## src/rtl/shift_rotate_pkg.sv

```systemverilog
// Shared definitions for the shift/rotate unit: op codes, state encoding
// and a small classification helper.
package shift_rotate_pkg;

  localparam int unsigned OP_W = 3;

  localparam logic [OP_W-1:0] OP_ROR = 3'b000;
  localparam logic [OP_W-1:0] OP_ROL = 3'b001;
  localparam logic [OP_W-1:0] OP_LSR = 3'b010;
  localparam logic [OP_W-1:0] OP_LSL = 3'b011;
  localparam logic [OP_W-1:0] OP_ASR = 3'b100;

  localparam logic ST_IDLE = 1'b0;
  localparam logic ST_RUN  = 1'b1;

  // Right-moving ops emit q[0]; left-moving ops emit q[W-1].
  function automatic logic op_is_right(input logic [OP_W-1:0] op);
    return (op == OP_ROR) || (op == OP_LSR) || (op == OP_ASR);
  endfunction

  // Reserved codes hold q and leave serial_out untouched.
  function automatic logic op_is_valid(input logic [OP_W-1:0] op);
    return op <= OP_ASR;
  endfunction

endpackage

```

## src/rtl/shift_rotate_unit_step.sv

```systemverilog
// One single-bit shift/rotate step: next register value and the bit moved out.
module shift_step
  import shift_rotate_pkg::*;
#(
  parameter int unsigned WIDTH = 8
) (
  input  logic [WIDTH-1:0] q_i,
  input  logic [OP_W-1:0]  op,
  input  logic             serial_in,
  output logic [WIDTH-1:0] q_next_c,
  output logic             out_bit_c,
  output logic             out_vld_c
);

  always_comb begin
    q_next_c = q_i;
    case (op)
      OP_ROR:  q_next_c = {q_i[0], q_i[WIDTH-1:1]};
      OP_ROL:  q_next_c = {q_i[WIDTH-2:0], q_i[WIDTH-1]};
      OP_LSR:  q_next_c = {serial_in, q_i[WIDTH-1:1]};
      OP_LSL:  q_next_c = {q_i[WIDTH-2:0], serial_in};
      OP_ASR:  q_next_c = {q_i[WIDTH-1], q_i[WIDTH-1:1]};
      default: q_next_c = q_i;
    endcase
  end

  // Out-bit depends only on direction; qualify it so reserved ops can be ignored.
  always_comb begin
    out_vld_c = op_is_valid(op);
    out_bit_c = op_is_right(op) ? q_i[0] : q_i[WIDTH-1];
  end

endmodule

```

## src/rtl/shift_rotate_unit.sv

```systemverilog
// Multi-mode shift/rotate register: parallel load plus counted single-bit
// shift/rotate operations under a start/busy/done handshake.
module shift_rotate_unit
  import shift_rotate_pkg::*;
#(
  parameter int unsigned WIDTH = 8,
  parameter int unsigned AMT_W = $clog2(WIDTH) + 1
) (
  input  logic             clk,
  input  logic             reset,
  input  logic             load,
  input  logic [WIDTH-1:0] load_data,
  input  logic             start,
  input  logic [OP_W-1:0]  op,
  input  logic [AMT_W-1:0] amount,
  input  logic             serial_in,
  output logic [WIDTH-1:0] q,
  output logic             serial_out,
  output logic             busy,
  output logic             done
);

  logic             state_q, state_d;
  logic [AMT_W-1:0] cnt_q, cnt_d;
  logic [OP_W-1:0]  op_q, op_d;
  logic [WIDTH-1:0] q_q, q_d;
  logic             serial_out_q, serial_out_d;
  logic             busy_q, busy_d;
  logic             done_q, done_d;

  logic [WIDTH-1:0] step_q_c;
  logic             step_bit_c;
  logic             step_vld_c;
  logic             last_step_c;

  shift_step #(
    .WIDTH (WIDTH)
  ) u_step (
    .q_i       (q_q),
    .op        (op_q),
    .serial_in (serial_in),
    .q_next_c  (step_q_c),
    .out_bit_c (step_bit_c),
    .out_vld_c (step_vld_c)
  );

  assign last_step_c = (cnt_q == AMT_W'(1));

  // State and datapath registers; reset wins over everything, mid-run included.
  always_ff @(posedge clk) begin
    if (reset) begin
      state_q      <= ST_IDLE;
      cnt_q        <= '0;
      op_q         <= OP_ROR;
      q_q          <= '0;
      serial_out_q <= 1'b0;
      busy_q       <= 1'b0;
      done_q       <= 1'b0;
    end else begin
      state_q      <= state_d;
      cnt_q        <= cnt_d;
      op_q         <= op_d;
      q_q          <= q_d;
      serial_out_q <= serial_out_d;
      busy_q       <= busy_d;
      done_q       <= done_d;
    end
  end

  // Next state: load aborts a run and beats start; zero-length starts never enter RUN.
  always_comb begin
    state_d = state_q;
    case (state_q)
      ST_IDLE: if (!load && start && (amount != '0)) state_d = ST_RUN;
      ST_RUN:  if (load || last_step_c) state_d = ST_IDLE;
      default: state_d = ST_IDLE;
    endcase
  end

  // Datapath, counter and handshake outputs.
  always_comb begin
    q_d          = q_q;
    serial_out_d = serial_out_q;
    cnt_d        = cnt_q;
    op_d         = op_q;
    done_d       = 1'b0;

    if (load) begin
      q_d   = load_data;
      cnt_d = '0;
    end else begin
      case (state_q)
        ST_IDLE: begin
          if (start) begin
            op_d   = op;
            cnt_d  = amount;
            done_d = (amount == '0);
          end
        end
        ST_RUN: begin
          q_d    = step_q_c;
          cnt_d  = cnt_q - AMT_W'(1);
          done_d = last_step_c;
          if (step_vld_c) serial_out_d = step_bit_c;
        end
        default: ;
      endcase
    end

    busy_d = (state_d == ST_RUN);
  end

  assign q          = q_q;
  assign serial_out = serial_out_q;
  assign busy       = busy_q;
  assign done       = done_q;

endmodule
```

## config.mk

```make
export PLATFORM = sky130hd
export DESIGN_NAME = shift_rotate_unit
export DESIGN_NICKNAME = d
export VERILOG_FILES = /design/src/rtl/shift_rotate_pkg.sv /design/src/rtl/shift_rotate_unit_step.sv /design/src/rtl/shift_rotate_unit.sv
export SDC_FILE = /design/constraint.sdc
export NUM_CORES = 1
export LEC_CHECK = 0
export CORE_MARGIN = 2
export CORE_UTILIZATION = 35
export DETAILED_ROUTE_END_ITERATION = 8
export PLACE_DENSITY = 0.73
export SYNTH_ARGS = -nofsm -noshare
export SYNTH_HDL_FRONTEND = slang
export SYNTH_SLANG_ARGS = --single-unit
export TNS_END_PERCENT = 20
```

## constraint.sdc

```tcl
create_clock -name clk -period 1.72 [get_ports clk]
set_input_delay 0.43 -clock clk [delete_from_list [all_inputs] [get_ports clk]]
set_output_delay 0.43 -clock clk [all_outputs]
set_load 0.05 [all_outputs]
```

# Word-level counts from Yosys, hierarchy flattened
# Index checks and enable logic that the tools add are counted.
# totals
register_bits,18
latch_bits,0
mem_bits_rw,0
mem_bits_ro,0
in_bits,20
out_inout_bits,11
memories,0
# classes
add_sub_neg,1
multipliers,0
n_div,0
n_lt_le_gt_ge,1
n_eq_ne,7
shift,0
muxes,11
bitwise,2
reduce_logical,17
# op_table
operator,n
8-bit case mux with 5 select lines,1
8-bit two-way mux,2
3-bit AND reduction,3
4-bit case mux with 2 select lines,1
"3-bit by 2-bit == test with 1-bit output, second input constant",2
6-bit nonzero test,1
5-bit nonzero test,1
"4-bit by 1-bit == test with 1-bit output, second input constant",1
4-bit logical NOT,1
1-bit two-way mux,4
4-bit two-way mux,1
"2-bit inequality test, second input constant",2
1-bit case mux with 2 select lines,2
4-bit nonzero test,1
"4-bit by 1-bit subtractor with 4-bit output, second input constant",1
"3-bit by 1-bit == test with 1-bit output, second input constant",1
"3-bit == test, second input constant",1
"3-bit less-or-equal comparator, second input constant",1
3-bit logical NOT,1
1-bit logical OR,3
1-bit logical AND,2
1-bit inverter,2
2-bit AND reduction,1
2-bit nonzero test,1
other kinds (2),2

# Logic depth before layout (Yosys ltp)
# depth
depth_word,5
depth_mapped,6

# Cells and area by module
# Synthesis repeated with hierarchy kept, for this count alone.
# unflattened
hier_cells,125
hier_area_um2,1147.4
# by_module_without_submodules
module,n_inst,cells_per_inst,area_each_um2,seq_area_each_um2
shift_rotate_unit,1,86,879.6,360.3
shift_step,1,39,267.8,0.0

# Worst setup path after synthesis
# OpenSTA, ideal clock, no wires.
# synth_timing
path_kind,register -> register
from,"reg, netlist name busy"
to,reg cnt_q[2]
setup_time_ps,70
arrival_time_ps,1480
required_ps,1650
path_slack_ps,170
stages_incl_launch_ff,6
cell_sequence,dfxtp_1 > buf_2 > buf_1 > nor2b_1 > o21ai_0 > a21oi_1
# synth_rtl
element,line,text
to (signal assigned),shift_rotate_unit.sv:61,cnt_q <= cnt_d;
to (decl),shift_rotate_unit.sv:24,"logic [AMT_W-1:0] cnt_q, cnt_d;"

# Final worst setup path
# layout_timing
from,reg op_q[2]
to,"reg q_q[2], in the netlist q[2]"
# layout_via
elab_chain_cells,4
elab_cells_between_ends,10
# layout_rtl
element,line,text
from (decl),shift_rotate_unit.sv:25,"logic [OP_W-1:0] op_q, op_d;"
from (signal assigned),shift_rotate_unit.sv:62,op_q <= op_d;
3-bit == test (tied with other cells),shift_rotate_unit_step.sv:17,case (op)
8-bit case mux with 5 select lines,shift_rotate_unit_step.sv:17,
8-bit two-way mux,shift_rotate_unit.sv:92,case (state_q)
8-bit two-way mux,shift_rotate_unit.sv:88,if (load) begin
to (signal assigned),shift_rotate_unit.sv:63,q_q <= q_d;
to (decl),shift_rotate_unit.sv:26,"logic [WIDTH-1:0] q_q, q_d;"
# Several ways; a longest one is shown, not always the timed one. The select of a mux whose other input is x is not followed.
# A chain may end at the register's enable or synchronous reset.

==> impl_results.md <==
- Outcome: complete, no violations
- Peak VDD IR: roughly 0.38 mV
- Ys Warns: 0
- Fin. Hold Viols: 0
- Hold_sp: serial_out$_SDFFE_PP0P_
- Top-Level Pins: 31
- H-tree Lvls: 1
- Critical path startpoint category: flop
- Mapped Nets: roughly 150
- Final layout net count: approximately 180
- Vias per inst: around 5.4
- GR Overflow Total: 0
- Clock root cell: clkbuf_4
- DIE AREA: roughly 0.0033 sq mm
- Gate Count Post-Synth: around 120
- Minimum clock period: roughly 1600 ps
- Post-synthesis cell type count: 36
- CORE AREA: ~0.0028 sq mm
- Hold Crit Endpoint: serial_out$_SDFFE_PP0P_
- Max-slew violation count: 0
- WP data arrival: ~1800 ps
- Initial antenna violation count: 0
- Final Cell Area: between 0.001 and 0.0015 sq mm
- DR iter-0 viols: 26
- Clock Path Buffers: 2
- Via Count: 1000
- Worst Setup End Kind: flop
- Worst Tran Pin Value: around 470 ps
- Antenna cells: 0
- RR Endpoint: q[2]$_SDFFE_PP0P_
- Fin crit share: between 90% and 100%
- RD Place Congestion: slightly above 0.8
- Chip Width: 57.9 um
- TritonCTS Sinks: 18
- Num CTS Buffers: 3
- Largest net degree at the start of global routing: 21
- Share of cells above drive strength 1: 16.3%
- Leading cell type in the layout, fill and taps excluded: a21oi_1
- Util after Layout: ~51%
- Final ANT Viol Nets: 0
- Worst reg2reg path depth: 4
- Area of the mapped netlist: 0.00102 sq mm
- Fmax: ~0.64 GHz
- DRC violations left: 0
- Clock latency at the later pin of the worst-skew pair: roughly 280 ps
- Post-CTS setup buffers: 0
- R2r setup slk: approximately 150 ps
- Clk slew on worst S/H paths: approximately 100 ps
- Global router's overall resource usage: between 10% and 20%
- Slew HR: 68.5%
- CP required: ~1900 ps
- Crit-path max FO: 8
- Power density over cell area: around 680 mW/mm^2
- Vias in the first global route: approximately 930
- Chip height: 57.9 um
- RSZ-0062 raised after global routing: no
- Fillers: 277
- Max_cap viols: 0
- Wirelength per Cell: 13.7 um
- Reg-to-Reg Start: op_q[2]$_SDFFE_PP0P_
- HPWL after DPL: 1910 um
- Worst min path class: reg -> reg
- Clk_skew: 4.29 ps
- Critical path type: reg -> reg
- Placement row count: 19
- Crit path from: op_q[2]$_SDFFE_PP0P_
- Synth Area per Inst: between 8 and 9 sq um
- Setup violators final: 0
- Cells on Worst Hold Path: 2
- Total routed wirelength: 2530 um
- Initial Util: between 30% and 40%
- Placed inst area: 0.00138 sq mm
- 1st-pass router iterations: 5
- CTS tree: built
- Sequential cell area fraction in the yosys report: 35.5%
- Post-CTS resize count: 0
- Commonest cells after routing, fill and taps aside: 21 x a21oi_1, 19 x clkdlybuf4s50_1, 18 x dfxtp_1, 12 x buf_4
- First-pass GRT wire length: ~4200 um
- Area Growth Syn to Fin: 38.4%
- Post-CTS Hold Buffers: 0
- IO buf count: 30
- Leakage power: a little under 0.0006 uW
- FF+latch count, synth: 18
## power breakdown
part	internal, uW	switching [uW]	total, uW
logic	139	139	278
registers	439	30.1	470
clock network	81.3	122	203
total	660	291	950
## cell usage after synthesis
| cell | instances | share of area (%) |
|---|---|---|
| buf_6 | 2 | 2.2 |
| nand2b_1 | 3 | 1.8 |
| clkbuf_1 | 4 | 1.5 |
| nor2_1 | 10 | 3.7 |
| mux2_2 | 1 | 1.1 |
| mux2i_1 | 11 | 11 |
| a21oi_1 | 21 | 10 |
| o21ai_2 | 1 | 0.86 |
| o21ai_0 | 2 | 0.99 |
| nor3_1 | 2 | 0.99 |
| a211oi_1 | 2 | 1.5 |
| o41ai_1 | 1 | 0.86 |
| inv_1 | 5 | 1.8 |
| o21a_1 | 1 | 0.74 |
| ha_1 | 2 | 2.5 |
| a311oi_1 | 1 | 0.86 |
| and2b_1 | 1 | 0.74 |
| a21oi_2 | 1 | 0.86 |
| buf_1 | 1 | 0.37 |
| a22oi_1 | 1 | 0.74 |
| or3_1 | 1 | 0.62 |
| buf_2 | 2 | 0.99 |
| or2_2 | 1 | 0.62 |
| a22o_1 | 1 | 0.86 |
| nand3b_1 | 2 | 1.5 |
| nand3_1 | 1 | 0.49 |
| and2_1 | 1 | 0.62 |
| nor2b_1 | 1 | 0.62 |
| a32oi_1 | 1 | 0.86 |
| dfxtp_1 | 18 | 35 |
| nand2_1 | 11 | 4.1 |
| nor4_1 | 1 | 0.62 |
| a211o_1 | 6 | 5.2 |
| and2_4 | 1 | 0.86 |
| a21boi_0 | 1 | 0.74 |
| a31oi_1 | 1 | 0.62 |
## how the worst max path moves through the flow
| stage | endpoint | slack [ps] |
|---|---|---|
| 5_1_grt | q[7]$_SDFFE_PP0P_ | 9 |
| 4_1_cts | q[2]$_SDFFE_PP0P_ | 130 |
| 6_report | q[2]$_SDFFE_PP0P_ | 150 |
| 2_1_floorplan | cnt_q[2]$_SDFFE_PP0P_ | 170 |
| 3_3_place_gp | op_q[0]$_SDFFE_PP0P_ | 10 |
| 3_5_place_dp | op_q[2]$_SDFFE_PP0P_ | -60 |
## state kept, by name, summed over array words and instances, names as in the netlist
| name | count |
|---|---|
| q | 8 |
| cnt_q | 4 |
| op_q | 3 |
| busy | 1 |
| done | 1 |
| serial_out | 1 |
## worst max-delay path, stage by stage, from the launching register on
cell and delay [ps]:
dfxtp_1 460, nand2b_1 440, mux2i_1 160, a211o_1 310
a21oi_1 130
## area by class of cell
type                            count  area [sq um]  area share, %
Clock buffer                        3          22.5           1.60
Inverter                            5          18.8           1.33
Multi-Input combinational cell     91           586           41.6
Sequential cell                    18           360           25.6
Tap cell                           31          38.8           2.76
Timing Repair Buffer               36           380           27.0
## cell families after synthesis
logic type | count (synthesis) | synth area share (%)
AO/OA/AOI/OAI | 41 | 26.0
adder cells (fa/ha/maj) | 2 | 2.46
buffers and inverters | 14 | 6.90
flip-flops | 18 | 35.5
multiplexers | 12 | 11.9
AND/OR/NAND/NOR | 36 | 17.2
## routing by layer
layer  GRT usage [%]  part of all wire (%)  up-vias
met5               0                     0        -
met1            20.3                    44      455
met3            3.57                   6.8        2
li1                -                     -      502
met4            6.31                  0.99        0
met2            27.1                    48       41
## stage by stage
step                      total power, uW  setup TNS [ps]  hold slack, ps  setup slack [ps]  cells
after detailed placement              757            -133             503             -59.3    181
after floorplan                       636               0             477               170    123
final                                 950               0             521               148    184
after global routing                 1010               0             530              8.87    184
after global placement                751               0             496              11.6    181
after CTS                             961               0             517               127    184
Power figures use the tool's default switching activity.
==> edit: new RTL, same flow settings <==
Register the output `q` once more, cleared by the reset; this adds one clock of latency there. The other outputs are not delayed to match.
--- a/src/rtl/shift_rotate_unit.sv
+++ b/src/rtl/shift_rotate_unit.sv
@@ -110,7 +110,13 @@
     busy_d = (state_d == ST_RUN);
   end
 
-  assign q          = q_q;
+  always_ff @(posedge clk) begin
+    if (reset) begin
+      q <= '0;
+    end else begin
+      q <= q_q;
+    end
+  end
   assign serial_out = serial_out_q;
   assign busy       = busy_q;
   assign done       = done_q;
Formal check against the unedited RTL: not equivalent (Yosys sat finds a counterexample within 4 cycles, from zero or initial values and one cycle with reset high).
==> edit against the unedited design <==
- sequential cell count grew 8
- hold slack lost 0.034 ns
- total power is 39% higher
- routed wire length rose by 7.9%
- design area up 19%
- setup slack improved by 0.0039 ns
- area after synthesis rose by 24%
- synthesized cell count rose by 18%
- largest power group unchanged
==> edit: results (changes against the unedited design) <==
The run finished with clean final reports. For the first-pass iteration count of the detailed router, the log shows 4 (-1). The post-detailed-routing wire length is 2.73 mm (+7.9%), and the setup clock skew after layout is 0.0123 ns (+0.00802 ns).

The proportion of register bits with asynchronous set or reset after synthesis was 0 (unchanged). The placement-stage worst setup slack is -0.0950 ns (-0.0358 ns), and the overall fraction of global-route tracks in use is 0.139 (-0.0228). The logs give 1028 (+10%) for the number of global-route vias before repair and 0 (unchanged) for the count of buffers added by post-CTS timing repair for setup. The count of input and output buffers was 30 (unchanged). The largest fanout of any net on the critical path came out at 11 (+3). The largest registers in the layout are q (8), q_q (8), cnt_q (4).

The logs give 0.32 ns (+0.04 ns) for the clock latency reported for the late side of the worst-skew pair and 3 (unchanged) for the total CTS buffers. The class of the worst hold path is flop to flop. The number of nets at the end of the flow was 203 (+15%). The overall overflow remaining after global route is 0 (unchanged), and the synthesis warning total is 0 (unchanged).

The gate family responsible for the most delay along the worst path is flip-flops. The cell chosen for the clock root was clkbuf_4. The slack of the worst reg-to-reg path came out at 0.20 ns (+0.05 ns). The normalized max-slew margin is 0.761 (+0.0760), and the largest net degree at the start of global routing is 22 (+4.8%). By count the netlist is led by dfxtp_1 (26), nor2_1 (15), a21oi_1 (11), mux2i_1 (11), nand2_1 (11). The tools report the worst hold slack as 0.488 ns (-0.0337 ns). The run gives 167 (+15%) as the synthesized netlist net count. The largest vdd supply drop came out at 0.348 mV (-9.5%). The logs give 2.04 mm (+6.9%) for the estimated wirelength of the detail-placed design and 0 (unchanged) for the number of antenna violations at the first check in global routing. The biggest cell delay along the critical path was 0.46 ns (about the same). The level count of the clock H-tree is 1 (unchanged). The logs give 0.151 ns (+0.00387 ns) for the worst setup margin and 0 (unchanged) for the post-cts sizing count.

The run gives 4.62 mm (+9.8%) as the wire length of the first global-routing pass. Final cell utilization of the core: 0.494 (-0.0157). The via count normalized by instance count came out at 4.99 (-8.2%). The fraction of the yosys area taken by sequential cells came out at 0.415 (+0.0601). The tools report the leakage power summed over all cells as 0.705 nW (+21%). The clock transition time at the flip-flop clock pins of the worst setup and hold paths was 0.15 ns (+0.05 ns). The logs give 2 (unchanged) for the largest buffer count on any clock path and 0.000329 W (+13%) for the power dissipated by switching net loads. The slowest stage of the critical path is the dfxtp_1 cell. The count of cell types in the netlist is 33 (-8.3%), and the antenna cell count is 0 (unchanged). The routability congestion estimate from global placement came out at 0.776 (-5.8%). The total of endpoints with negative setup slack in the final report is 0 (unchanged). The total placed instance area is 0.00162 mm² (+17%). The violation count after the first detailed-routing iteration was 47 (+81%). The critical path data arrival time is 1.14 ns (-0.65 ns).

The fill cell instance count of the final layout is 328 (+18%), and the fraction of layout cells with a size suffix above 1 is 0.156 (-0.00784). By area the synthesized netlist is led by dfxtp_1 (41%), mux2i_1 (8.8%), nor2b_1 (5.0%).
[edit: cell count changes after synthesis, moves of 2 or more]
| cell | unedited run | this run |
|---|---|---|
| buf_2 | 2 | 4 |
| nor3_1 | 2 | 7 |
| nor2b_1 | 1 | 10 |
| nor2_1 | 10 | 15 |
| a211o_1 | 6 | 0 |
| or3_1 | 1 | 8 |
| a21oi_1 | 21 | 11 |
| dfxtp_1 | 18 | 26 |
| nand3b_1 | 2 | 4 |
| inv_1 | 5 | 3 |
| nor4b_1 | 0 | 6 |
[edit: power groups by stage]
stage / registers [W] / logic, W / clock network, W
final: 0.000660 / 0.000241 / 0.000418
after global placement: 0.000671 / 0.000236 / 0
after CTS: 0.000660 / 0.000242 / 0.000434
after global routing: 0.000665 / 0.000261 / 0.000462
after detailed placement: 0.000673 / 0.000241 / 0
after floorplan: 0.000698 / 0.000114 / 0
[edit: cell type report]
cell class              count  area share
multi-input cells         107       0.402
flip-flops and latches     26       0.311
repair buffers             40       0.215
well taps                  46      0.0344
clock inverters             1      0.0179
clock buffers               3      0.0134
inverters                   3     0.00672
[edit: kinds of logic (layout without fill, tap and decap cells)]
logic type | count (synthesis) | after routing | synth area share
multiplexers | 12 | 12 | 0.0967
adder cells (fa/ha/maj) | 2 | 2 | 0.0199
flip-flops | 26 | 26 | 0.415
AO/OA/AOI/OAI | 24 | 24 | 0.118
AND/OR/NAND/NOR | 69 | 69 | 0.302
buffers and inverters | 12 | 47 | 0.0489
[edit: final timing paths]
kind	startpoint	endpoint	depth (start not counted)
setup / recovery	busy	busy	2
setup reg to reg	op_q[2]	q_q[3]	5
hold reg to reg	serial_out	serial_out	2
hold / removal	serial_out	serial_out	2
[edit: stage by stage]
stage          std cells  total power [W]
2_1_floorplan        145         0.000812
3_3_place_gp         222         0.000907
3_5_place_dp         222         0.000914
4_1_cts              226          0.00134
5_1_grt              226          0.00139
6_report             226          0.00132
[edit: worst min-delay path, cell delays in order, from the launching register on]
cell and delay [ns]:
dfxtp_1 0.34, o21ai_0 0.07, a21oi_1 0.06
[edit: metal layers]
layer,vias up,GRT usage,routed length [µm]
li1,577,-,-
met1,521,0.182,1250
met2,27,0.233,1320
met3,2,0.0194,122
met4,0,0.0489,27
met5,-,0,0
